**src/rtl/drum_pkg.sv**
```systemverilog
// drum_pkg: shared constants, FSM encoding and helpers for the drum hit evaluator
package drum_pkg;
  localparam int NUM_CARRILES = 5;
  localparam int Y_W = 10;
  localparam int VENTANA_MIN = 368;
  localparam int VENTANA_MAX = 416;
  localparam int PUNTAJE_W = 16;
  localparam int CNT_W = $clog2(NUM_CARRILES + 1);
  typedef enum logic [1:0] {IDLE, JUGANDO, PERDIDO} estado_t;
  function automatic logic [CNT_W-1:0] popcount(input logic [NUM_CARRILES-1:0] v);
    popcount = '0;
    for (int k = 0; k < NUM_CARRILES; k++) popcount = popcount + CNT_W'(v[k]);
  endfunction
endpackage

```
**src/rtl/evaluador_golpes_if.sv**
```systemverilog
// evaluador_golpes_if: buttons, note positions and score outputs of the hit evaluator
interface evaluador_golpes_if;
  import drum_pkg::*;
  logic enable;
  logic [NUM_CARRILES-1:0] boton;
  logic [NUM_CARRILES-1:0] nota_activa;
  logic [NUM_CARRILES*Y_W-1:0] nota_y;
  logic [NUM_CARRILES-1:0] acierto;
  logic fallo;
  logic [PUNTAJE_W-1:0] puntaje;
  logic [3:0] fallos;
  logic perdio;
  modport master (output enable, boton, nota_activa, nota_y, input acierto, fallo, puntaje, fallos, perdio);
  modport slave (input enable, boton, nota_activa, nota_y, output acierto, fallo, puntaje, fallos, perdio);
endinterface

```
**src/rtl/antirrebote.sv**
```systemverilog
// antirrebote: 2-flop synchronizer, debouncer and rising-edge pulse for one button
module antirrebote #(
  parameter int DEB_CICLOS = 500000
) (
  input  logic clk,
  input  logic reset,
  input  logic boton,
  output logic press
);
  localparam int CW = $clog2(DEB_CICLOS + 1);
  logic [1:0] sync;
  logic nivel;
  logic [CW-1:0] cnt;
  // level flips only after the synchronized input differs for DEB_CICLOS cycles
  always_ff @(posedge clk) begin
    if (reset) begin
      sync <= '0;
      nivel <= 1'b0;
      cnt <= '0;
      press <= 1'b0;
    end else begin
      sync <= {sync[0], boton};
      press <= 1'b0;
      if (sync[1] == nivel) cnt <= '0;
      else if (cnt == CW'(DEB_CICLOS - 1)) begin
        nivel <= sync[1];
        cnt <= '0;
        press <= sync[1];
      end else cnt <= cnt + 1'b1;
    end
  end
endmodule

```
**src/rtl/evaluador_golpes.sv**
```systemverilog
// evaluador_golpes: per-lane hit/miss evaluation, saturating score and miss counters, loss FSM
module evaluador_golpes import drum_pkg::*; #(
  parameter int DEB_CICLOS = 500000,
  parameter int MAX_FALLOS = 8
) (
  input logic clk,
  input logic reset,
  evaluador_golpes_if.slave bus
);
  estado_t estado, estado_n;
  logic [NUM_CARRILES-1:0] press, en_ventana, en_prev, golpeada, golpeada_n, salida, hits, misses, acierto;
  logic [PUNTAJE_W:0] suma_p;
  logic [PUNTAJE_W-1:0] puntaje;
  logic [4:0] suma_f;
  logic [3:0] fallos, fallos_n;
  logic fallo, activo, perdio;
  genvar i;
  for (i = 0; i < NUM_CARRILES; i++) begin : g_carril
    antirrebote #(.DEB_CICLOS(DEB_CICLOS)) u_ar (.clk(clk), .reset(reset), .boton(bus.boton[i]), .press(press[i]));
  end
  // window detection and event classification; an exiting window still accepts this cycle's press
  always_comb begin
    for (int k = 0; k < NUM_CARRILES; k++)
      en_ventana[k] = bus.nota_activa[k] && bus.nota_y[k*Y_W +: Y_W] >= Y_W'(VENTANA_MIN) && bus.nota_y[k*Y_W +: Y_W] <= Y_W'(VENTANA_MAX);
    salida = en_prev & ~en_ventana;
    hits = activo ? press & (en_ventana | salida) & ~golpeada : '0;
    misses = activo ? (press & ~hits) | (salida & ~golpeada & ~hits) : '0;
    golpeada_n = activo ? (golpeada | hits) & ~salida : '0;
    suma_p = {1'b0, puntaje} + (PUNTAJE_W+1)'(popcount(hits));
    suma_f = 5'(fallos) + 5'(popcount(misses));
    fallos_n = suma_f >= 5'(MAX_FALLOS) ? 4'(MAX_FALLOS) : suma_f[3:0];
  end
  // FSM state register
  always_ff @(posedge clk) begin
    if (reset) estado <= IDLE;
    else estado <= estado_n;
  end
  // FSM next state: loss is taken on the same edge the miss count reaches the limit
  always_comb begin
    estado_n = estado == IDLE ? (bus.enable ? JUGANDO : IDLE) :
               estado == JUGANDO ? (!bus.enable ? IDLE : suma_f >= 5'(MAX_FALLOS) ? PERDIDO : JUGANDO) : PERDIDO;
  end
  // FSM outputs
  always_comb begin
    activo = estado == JUGANDO && bus.enable;
    perdio = estado == PERDIDO;
  end
  // registered pulses, counters and per-lane history
  always_ff @(posedge clk) begin
    if (reset) begin
      en_prev <= '0;
      golpeada <= '0;
      acierto <= '0;
      fallo <= 1'b0;
      puntaje <= '0;
      fallos <= '0;
    end else begin
      en_prev <= en_ventana;
      golpeada <= golpeada_n;
      acierto <= hits;
      fallo <= |misses;
      puntaje <= suma_p[PUNTAJE_W] ? '1 : suma_p[PUNTAJE_W-1:0];
      fallos <= fallos_n;
    end
  end
  assign bus.acierto = acierto;
  assign bus.fallo = fallo;
  assign bus.puntaje = puntaje;
  assign bus.fallos = fallos;
  assign bus.perdio = perdio;
endmodule

```
**src/flat_wrapper.sv**
```systemverilog
// flat-port wrapper written by rule: the top's interface ports become plain ports
module evaluador_golpes_flat import drum_pkg::*;
#(
  parameter int DEB_CICLOS = 500000,
  parameter int MAX_FALLOS = 8
)
  (clk, reset, bus_enable, bus_boton, bus_nota_activa, bus_nota_y, bus_acierto, bus_fallo, bus_puntaje, bus_fallos, bus_perdio);
  evaluador_golpes_if bus_i ();
  input logic clk;
  input logic reset;
  input wire logic [$bits(bus_i.enable)-1:0] bus_enable;
  input wire logic [$bits(bus_i.boton)-1:0] bus_boton;
  input wire logic [$bits(bus_i.nota_activa)-1:0] bus_nota_activa;
  input wire logic [$bits(bus_i.nota_y)-1:0] bus_nota_y;
  output wire logic [$bits(bus_i.acierto)-1:0] bus_acierto;
  output wire logic [$bits(bus_i.fallo)-1:0] bus_fallo;
  output wire logic [$bits(bus_i.puntaje)-1:0] bus_puntaje;
  output wire logic [$bits(bus_i.fallos)-1:0] bus_fallos;
  output wire logic [$bits(bus_i.perdio)-1:0] bus_perdio;
  assign bus_i.enable = bus_enable;
  assign bus_i.boton = bus_boton;
  assign bus_i.nota_activa = bus_nota_activa;
  assign bus_i.nota_y = bus_nota_y;
  assign bus_acierto = bus_i.acierto;
  assign bus_fallo = bus_i.fallo;
  assign bus_puntaje = bus_i.puntaje;
  assign bus_fallos = bus_i.fallos;
  assign bus_perdio = bus_i.perdio;
  evaluador_golpes #(.DEB_CICLOS(DEB_CICLOS), .MAX_FALLOS(MAX_FALLOS)) u_core (.clk(clk), .reset(reset), .bus(bus_i));
endmodule
```
**config.mk**
```make
export PLATFORM = sky130hd
export DESIGN_NAME = evaluador_golpes_flat
export DESIGN_NICKNAME = d
export VERILOG_FILES = /design/src/rtl/drum_pkg.sv /design/src/rtl/evaluador_golpes_if.sv /design/src/rtl/antirrebote.sv /design/src/rtl/evaluador_golpes.sv /design/src/flat_wrapper.sv
export SDC_FILE = /design/constraint.sdc
export NUM_CORES = 1
export LEC_CHECK = 0
export CORE_ASPECT_RATIO = 0.8
export CORE_MARGIN = 2
export CORE_UTILIZATION = 47
export CTS_CLUSTER_SIZE = 10
export DETAILED_ROUTE_END_ITERATION = 8
export MAX_ROUTING_LAYER = met4
export PLACE_DENSITY = 0.72
export SETUP_SLACK_MARGIN = 0.15
export SLEW_MARGIN = 20
export SYNTH_ARGS = -nofsm -noshare
export SYNTH_HDL_FRONTEND = slang
export SYNTH_SLANG_ARGS = --single-unit
export TNS_END_PERCENT = 1
```
**constraint.sdc**
```tcl
create_clock -name clk -period 6.9 [get_ports clk]
set_input_delay 1.035 -clock clk [delete_from_list [all_inputs] [get_ports clk]]
set_output_delay 1.035 -clock clk [all_outputs]
set_load 0.02 [all_outputs]
```
# Yosys cells after proc, flatten, opt, wreduce, memory -nomap -nowiden
# Index checks and enable logic that the tools add are counted.
[classes]
add_sub_neg = 15
n_bitwise = 25
n_mux = 9
n_lt_le_gt_ge = 11
shifts = 0
mul = 0
reduce_logical = 30
eq_ne = 12
n_div = 0
[ops]
columns = ["op", "count"]
rows = [
  ["$add 19x1->19 const B", 5],
  ["$eq 19x19->1 const B", 5],
  ["$ge 10x9->1 const B", 5],
  ["$le 10x9->1 const B", 5],
  ["$and 5x5->5", 7],
  ["$reduce_or 3->1", 10],
  ["$not 5->5", 4],
  ["$add 3x1->3", 6],
  ["$add 16x3->17", 1],
  ["$mux 16", 1],
  ["$or 5x5->5", 3],
  ["$logic_and 1x1->1", 11],
  ["$not 1->1", 11],
  ["$mux 5", 2],
  ["$reduce_and 2->1", 5],
  ["$mux 2", 4],
  ["$add 4x3->5", 1],
  ["$eq 1x1->1", 5],
  ["$ge 5x4->1 const B", 1],
  ["$reduce_or 5->1", 1],
  ["$add 1x1->2", 2],
  ["$mux 4", 1],
  ["$reduce_or 2->1", 2],
  ["$eq 2x1->1 const B", 1],
  ["3 further kinds", 3],
]
[word_totals]
out_inout_bits = 27
in_bits = 63
mem_count = 0
latch_bits = 0
romBits = 0
wordCells = 130
ramBits = 0
regBits = 153

# Longest topological paths before layout
[logic_depth]
ltp_word = 23
depth_mapped = 17
depth_no_buf = 17

# By module
# A second synthesis with hierarchy kept.
[hier_totals]
cells_unflattened = 832
area_unflattened_um2 = 7354.6
[modules_own_cells]
columns = ["mod", "cells_each", "seq_area_each_um2", "instances", "area_each_um2"]
rows = [
  ["antirrebote", 117, 460.4, 5, 1047.3],
  ["evaluador_golpes", 247, 760.7, 1, 2118.3],
]

# Worst setup path before layout
# No wires, ideal clock.
[synth_path]
kind = "input -> register"
start = "in bus_nota_y[4]"
end = "reg u_core.puntaje[15] (netlist: u_core.bus.puntaje[15])"
t_arrival_ns = 4.843
path_stages = 17
path_slack_ns = 1.923
setup_time_ns = 0.134
cell_sequence = "or4_1 > o21ai_0 > a31o_2 > a21oi_1 > nor3_1 > ha_1 > inv_1 > fa_1 > inv_1 > ha_1 > fa_1 > ha_1 > a21o_1 > a21oi_1 > or4_1 > nor3_1 > a211oi_1"
[synth_via]
elab_chain_cells = 15
elab_cells_between_ends = 16
[synth_rtl]
columns = ["item", "line_no", "source"]
rows = [
  ["start: declaration", "flat_wrapper.sv:14", "input wire logic [$bits(bus_i.nota_y)-1:0] bus_nota_y;"],
  ["$ge 10x9->1", "evaluador_golpes.sv:24", "en_ventana[k] = bus.nota_activa[k] && bus.nota_y[k*Y_W +: Y_W] >= Y_W'(VENTANA_MIN) && bus.nota_y[k*Y_W +: Y_W ..."],
  ["$logic_and 1x1->1", "evaluador_golpes.sv:24", ""],
  ["$logic_and 1x1->1 (*)", "evaluador_golpes.sv:24", ""],
  ["$not 5->5", "evaluador_golpes.sv:25", "salida = en_prev & ~en_ventana;"],
  ["$and 5x5->5", "evaluador_golpes.sv:25", ""],
  ["$or 5x5->5 (*)", "evaluador_golpes.sv:26", "hits = activo ? press & (en_ventana | salida) & ~golpeada : '0;"],
  ["$and 5x5->5 (*) (2 in a row)", "evaluador_golpes.sv:26", ""],
  ["$mux 5 (*)", "evaluador_golpes.sv:26", ""],
  ["via u_core.hits[0]", "evaluador_golpes.sv:11", "logic [NUM_CARRILES-1:0] press, en_ventana, en_prev, golpeada, golpeada_n, salida, hits, misses, acierto;"],
  ["$add 1x1->2 (*)", "drum_pkg.sv:12", "for (int k = 0; k < NUM_CARRILES; k++) popcount = popcount + CNT_W'(v[k]);"],
  ["$add 3x1->3 (*) (3 in a row)", "drum_pkg.sv:12", ""],
  ["$add 16x3->17 (*)", "evaluador_golpes.sv:29", "suma_p = {1'b0, puntaje} + (PUNTAJE_W+1)'(popcount(hits));"],
  ["$mux 16 (*)", "evaluador_golpes.sv:62", "puntaje <= suma_p[PUNTAJE_W] ? '1 : suma_p[PUNTAJE_W-1:0];"],
  ["end signal: assignment", "evaluador_golpes.sv:62", ""],
  ["end: declaration", "evaluador_golpes.sv:13", "logic [PUNTAJE_W-1:0] puntaje;"],
]
# Mark *: on every way through the listed nets, which the timed path passes. The rest lies on a longest branch.
# A chain may end at the register's enable or synchronous reset.

# Final worst setup path
# Same ends and word-level chain as after synthesis.

==> run summary <==
Buf+Inv Stages, Crit Path - 3
Worst ir drop on vdd - 0.165 mV
Clock skew - 0.00772 ns
Worst path slowest cell - or4_1
Final worst slack - 1.60 ns
Worst-path clk slew - 0.06 ns
Post-Route WL - 13.6 mm
Die Span X - 140 um
Footprint of the multi-input gates - 3610 um^2
CTS Buffer Depth - 2
Critical-path cell list - clkdlybuf4s50_1 -> or4_1 -> o21ai_0 -> a31o_2 -> a21oi_1 -> nor3_1 -> ha_1 -> inv_1 -> fa_1 -> inv_1 -> ha_1 -> fa_1 -> ha_1 -> a21o_1 -> a21oi_1 -> or4_1 -> nor3_1 -> a211oi_1
Crit-path max cell delay - 0.58 ns
Final setup violation count - 0
Nets - 961
RSZ-0062 raised after global routing - no
Routed WL per cell - 12.7 um
Input/output buffers - 89
Hold_buf cts - 0
Crit end category - register
Register area - 3060 um^2
First-pass GRT wire length - 23.6 mm
Seq/Total Area, Yosys - 44.2%
Syn nets - 874
Post_cts resized - 0
First drt pass iteration count - 5
H-tree Lvls - 4
Startpoint Class - primary input
Fmax achieved - 189 MHz
Critical path's most frequent cell - ha_1
Row count - 39
# IOs - 90
CTS root buffer - clkbuf_16
Worst Tran Pin Value - 0.693 ns
GP Congestion - 0.772
Chip height - 113 um
Post-layout min period - 5.30 ns
Die area - 15,700 um^2
Net switching power - 363 uW
Antenna Nets Post-Route - 0
Layout area overhead - 22.6%
Sum Neg Setup Slack - 0 ns
Clock Power Share - 48.8%
Synthesized flop and latch total - 153
Synthesized area - 6930 um^2
R2R Setup Slk - 2.79 ns
Leading area contributor after synthesis - dfxtp_1
DRC viols - 0
Logic pwr share - 3.4%
Syn Inst Count - 789
CP arrival - 5.58 ns
Cell-internal power - 1.50 mW
Ys flop type - dfxtp_1
CTS tree - done
Antenna violations before repair - 0
Critical Path RT - 7.18 ns
Pins Over Slew Limit - 0
Initial DRC Count - 294
Initial Util - 48.3%
GRT Total Usage - 18.6%
Grt total ovfl - 0
Power share of the sequential group - 47.8%
Crit Path Category - in2reg
Pwr/cell area - 219 nW/um^2
CP max FO - 7
ANT cells - 0
Worst slew margin - 53.4%
Min-Delay Path Class - reg2reg
Worst-Skew Late Latency - 0.42 ns
Sw Ratio - 19.5%
TritonCTS Buffers - 17
Max-cap violations - 0
Largest delay contributor family on the critical path - adder cells
Fraction of layout cells with a size suffix above 1 - 4.51%
Core ar. - 14,300 um^2
Synth cell count leaders - 153 x dfxtp_1, 145 x nor2_1, 56 x nand2_1, 56 x xor2_1, 46 x xnor2_1
Synth Warn # - 0
Via-per-instance ratio - 5.04
Status - finished clean
Yosys cell types - 54
Syn avg cell area - 8.78 um^2
# clock sinks - 153
Part of the cycle the worst path needs - 76.8%
Most numerous cell in the Yosys netlist - dfxtp_1
Post-synth EDFFs - 0
Ys async rst share - 0%
Synth top area share - 44.2%
Final Hold Vio Count - 0
Lkg Pwr - 2.95 nW
Vias - 5,395
Area contributors post-synth - dfxtp_1 44%, nor2_1 7.9%, xor2_1 7.1%, xnor2_1 5.8%, nand2_1 3.0%
DP HPWL - 9.47 mm
Vias in the first global route - 5,109
Post-place setup slack - 1.15 ns
Largest net degree at the start of global routing - 55
Fillers - 1,284
Post-CTS Setup Inserts - 0
sequential cells by signal, indices dropped and copies added (netlist names):
signal and count:
u_core.g_carril.u_ar.cnt 95, u_core.bus.puntaje 16, u_core.g_carril.u_ar.sync 10, u_core.bus.acierto 5
u_core.en_prev 5, u_core.g_carril.u_ar.nivel 5, u_core.g_carril.u_ar.press 5, u_core.golpeada 5
u_core.bus.fallos 4, u_core.estado 2, u_core.bus.fallo 1
layer usage:
layer / track usage [%] / routed length, um / part of all wire (%)
met4: 6.33 / 182 / 1.3
met1: 25.5 / 6910 / 51
met3: 4.61 / 771 / 5.7
met5: - / 0 / 0
met2: 26.9 / 5690 / 42
logic make-up after synthesis:
group                    synth area share [%]
adder cells (fa/ha/maj)                  4.62
flip-flops                               44.2
multiplexers                            0.722
buffers and inverters                    3.70
XOR/XNOR                                 12.9
AND/OR/NAND/NOR                          28.0
AO/OA/AOI/OAI                            5.80
final cells by class:
| type | count | area share [%] |
|---|---|---|
| flip-flops and latches | 153 | 36.1 |
| inverters | 33 | 1.46 |
| clock inverters | 8 | 1.44 |
| well taps | 184 | 2.71 |
| repair buffers | 90 | 10.5 |
| clock buffers | 22 | 5.35 |
| multi-input cells | 581 | 42.5 |
cell usage in the layout (no fill, tap or decap), types with 7 or more instances in the layout:
| cell type | n |
|---|---|
| nor2b_1 | 16 |
| and3_1 | 20 |
| nand3_1 | 42 |
| nor3_1 | 24 |
| nor2_1 | 145 |
| inv_1 | 33 |
| nand2_1 | 56 |
| ha_1 | 16 |
| o21ai_0 | 12 |
| nand2b_1 | 7 |
| nor4_1 | 12 |
| xnor2_1 | 46 |
| xor2_1 | 56 |
| clkdlybuf4s50_1 | 88 |
| dfxtp_1 | 153 |
| or3_1 | 9 |
| a21oi_1 | 23 |
| clkbuf_16 | 17 |
| nand4_1 | 20 |
through the flow:
stage,power (mW),std cells,area [um^2],hold slack [ns],util (%)
floorplan,0.933,789,6930,0.414,-
global placement,0.972,1041,7920,0.422,55.2
detailed placement,0.973,1041,7920,0.430,55.2
CTS,1.89,1071,8500,0.447,59.2
global route,1.93,1071,8500,0.458,59.2
finish,1.86,1071,8500,0.441,59.2
power by group through the flow:
stage / Combinational [mW] / Clock [mW] / Sequential (mW)
6_report: 0.0628 / 0.909 / 0.891
5_1_grt: 0.0686 / 0.968 / 0.891
4_1_cts: 0.0635 / 0.932 / 0.891
3_5_place_dp: 0.0633 / 0 / 0.910
3_3_place_gp: 0.0624 / 0 / 0.910
2_1_floorplan: 0.0233 / 0 / 0.909
final timing paths:
path | from | end | cells after the start
max | bus_nota_y[4] | u_core.bus.puntaje[15]$_SDFF_PP0_ | 18
min | u_core.g_carril[0].u_ar.sync[0]$_SDFF_PP0_ | u_core.g_carril[0].u_ar.sync[1]$_SDFF_PP0_ | 1
max reg2reg | u_core.estado[1]$_SDFF_PP0_ | u_core.estado[0]$_SDFF_PP0_ | 13
min reg2reg | u_core.g_carril[0].u_ar.sync[0]$_SDFF_PP0_ | u_core.g_carril[0].u_ar.sync[1]$_SDFF_PP0_ | 1
worst register-to-register path, stage by stage, from the launching register on:
cell and delay (ns):
dfxtp_1 0.34, nand3b_1 0.40, nor3_1 0.33, nand2_1 0.09, ha_1 0.28, inv_1 0.05
fa_1 0.54, inv_1 0.05, ha_1 0.20, fa_1 0.49, fa_1 0.46, and4b_1 0.26
o21bai_1 0.14, a2111oi_0 0.38
Power figures use the tool's default switching activity.
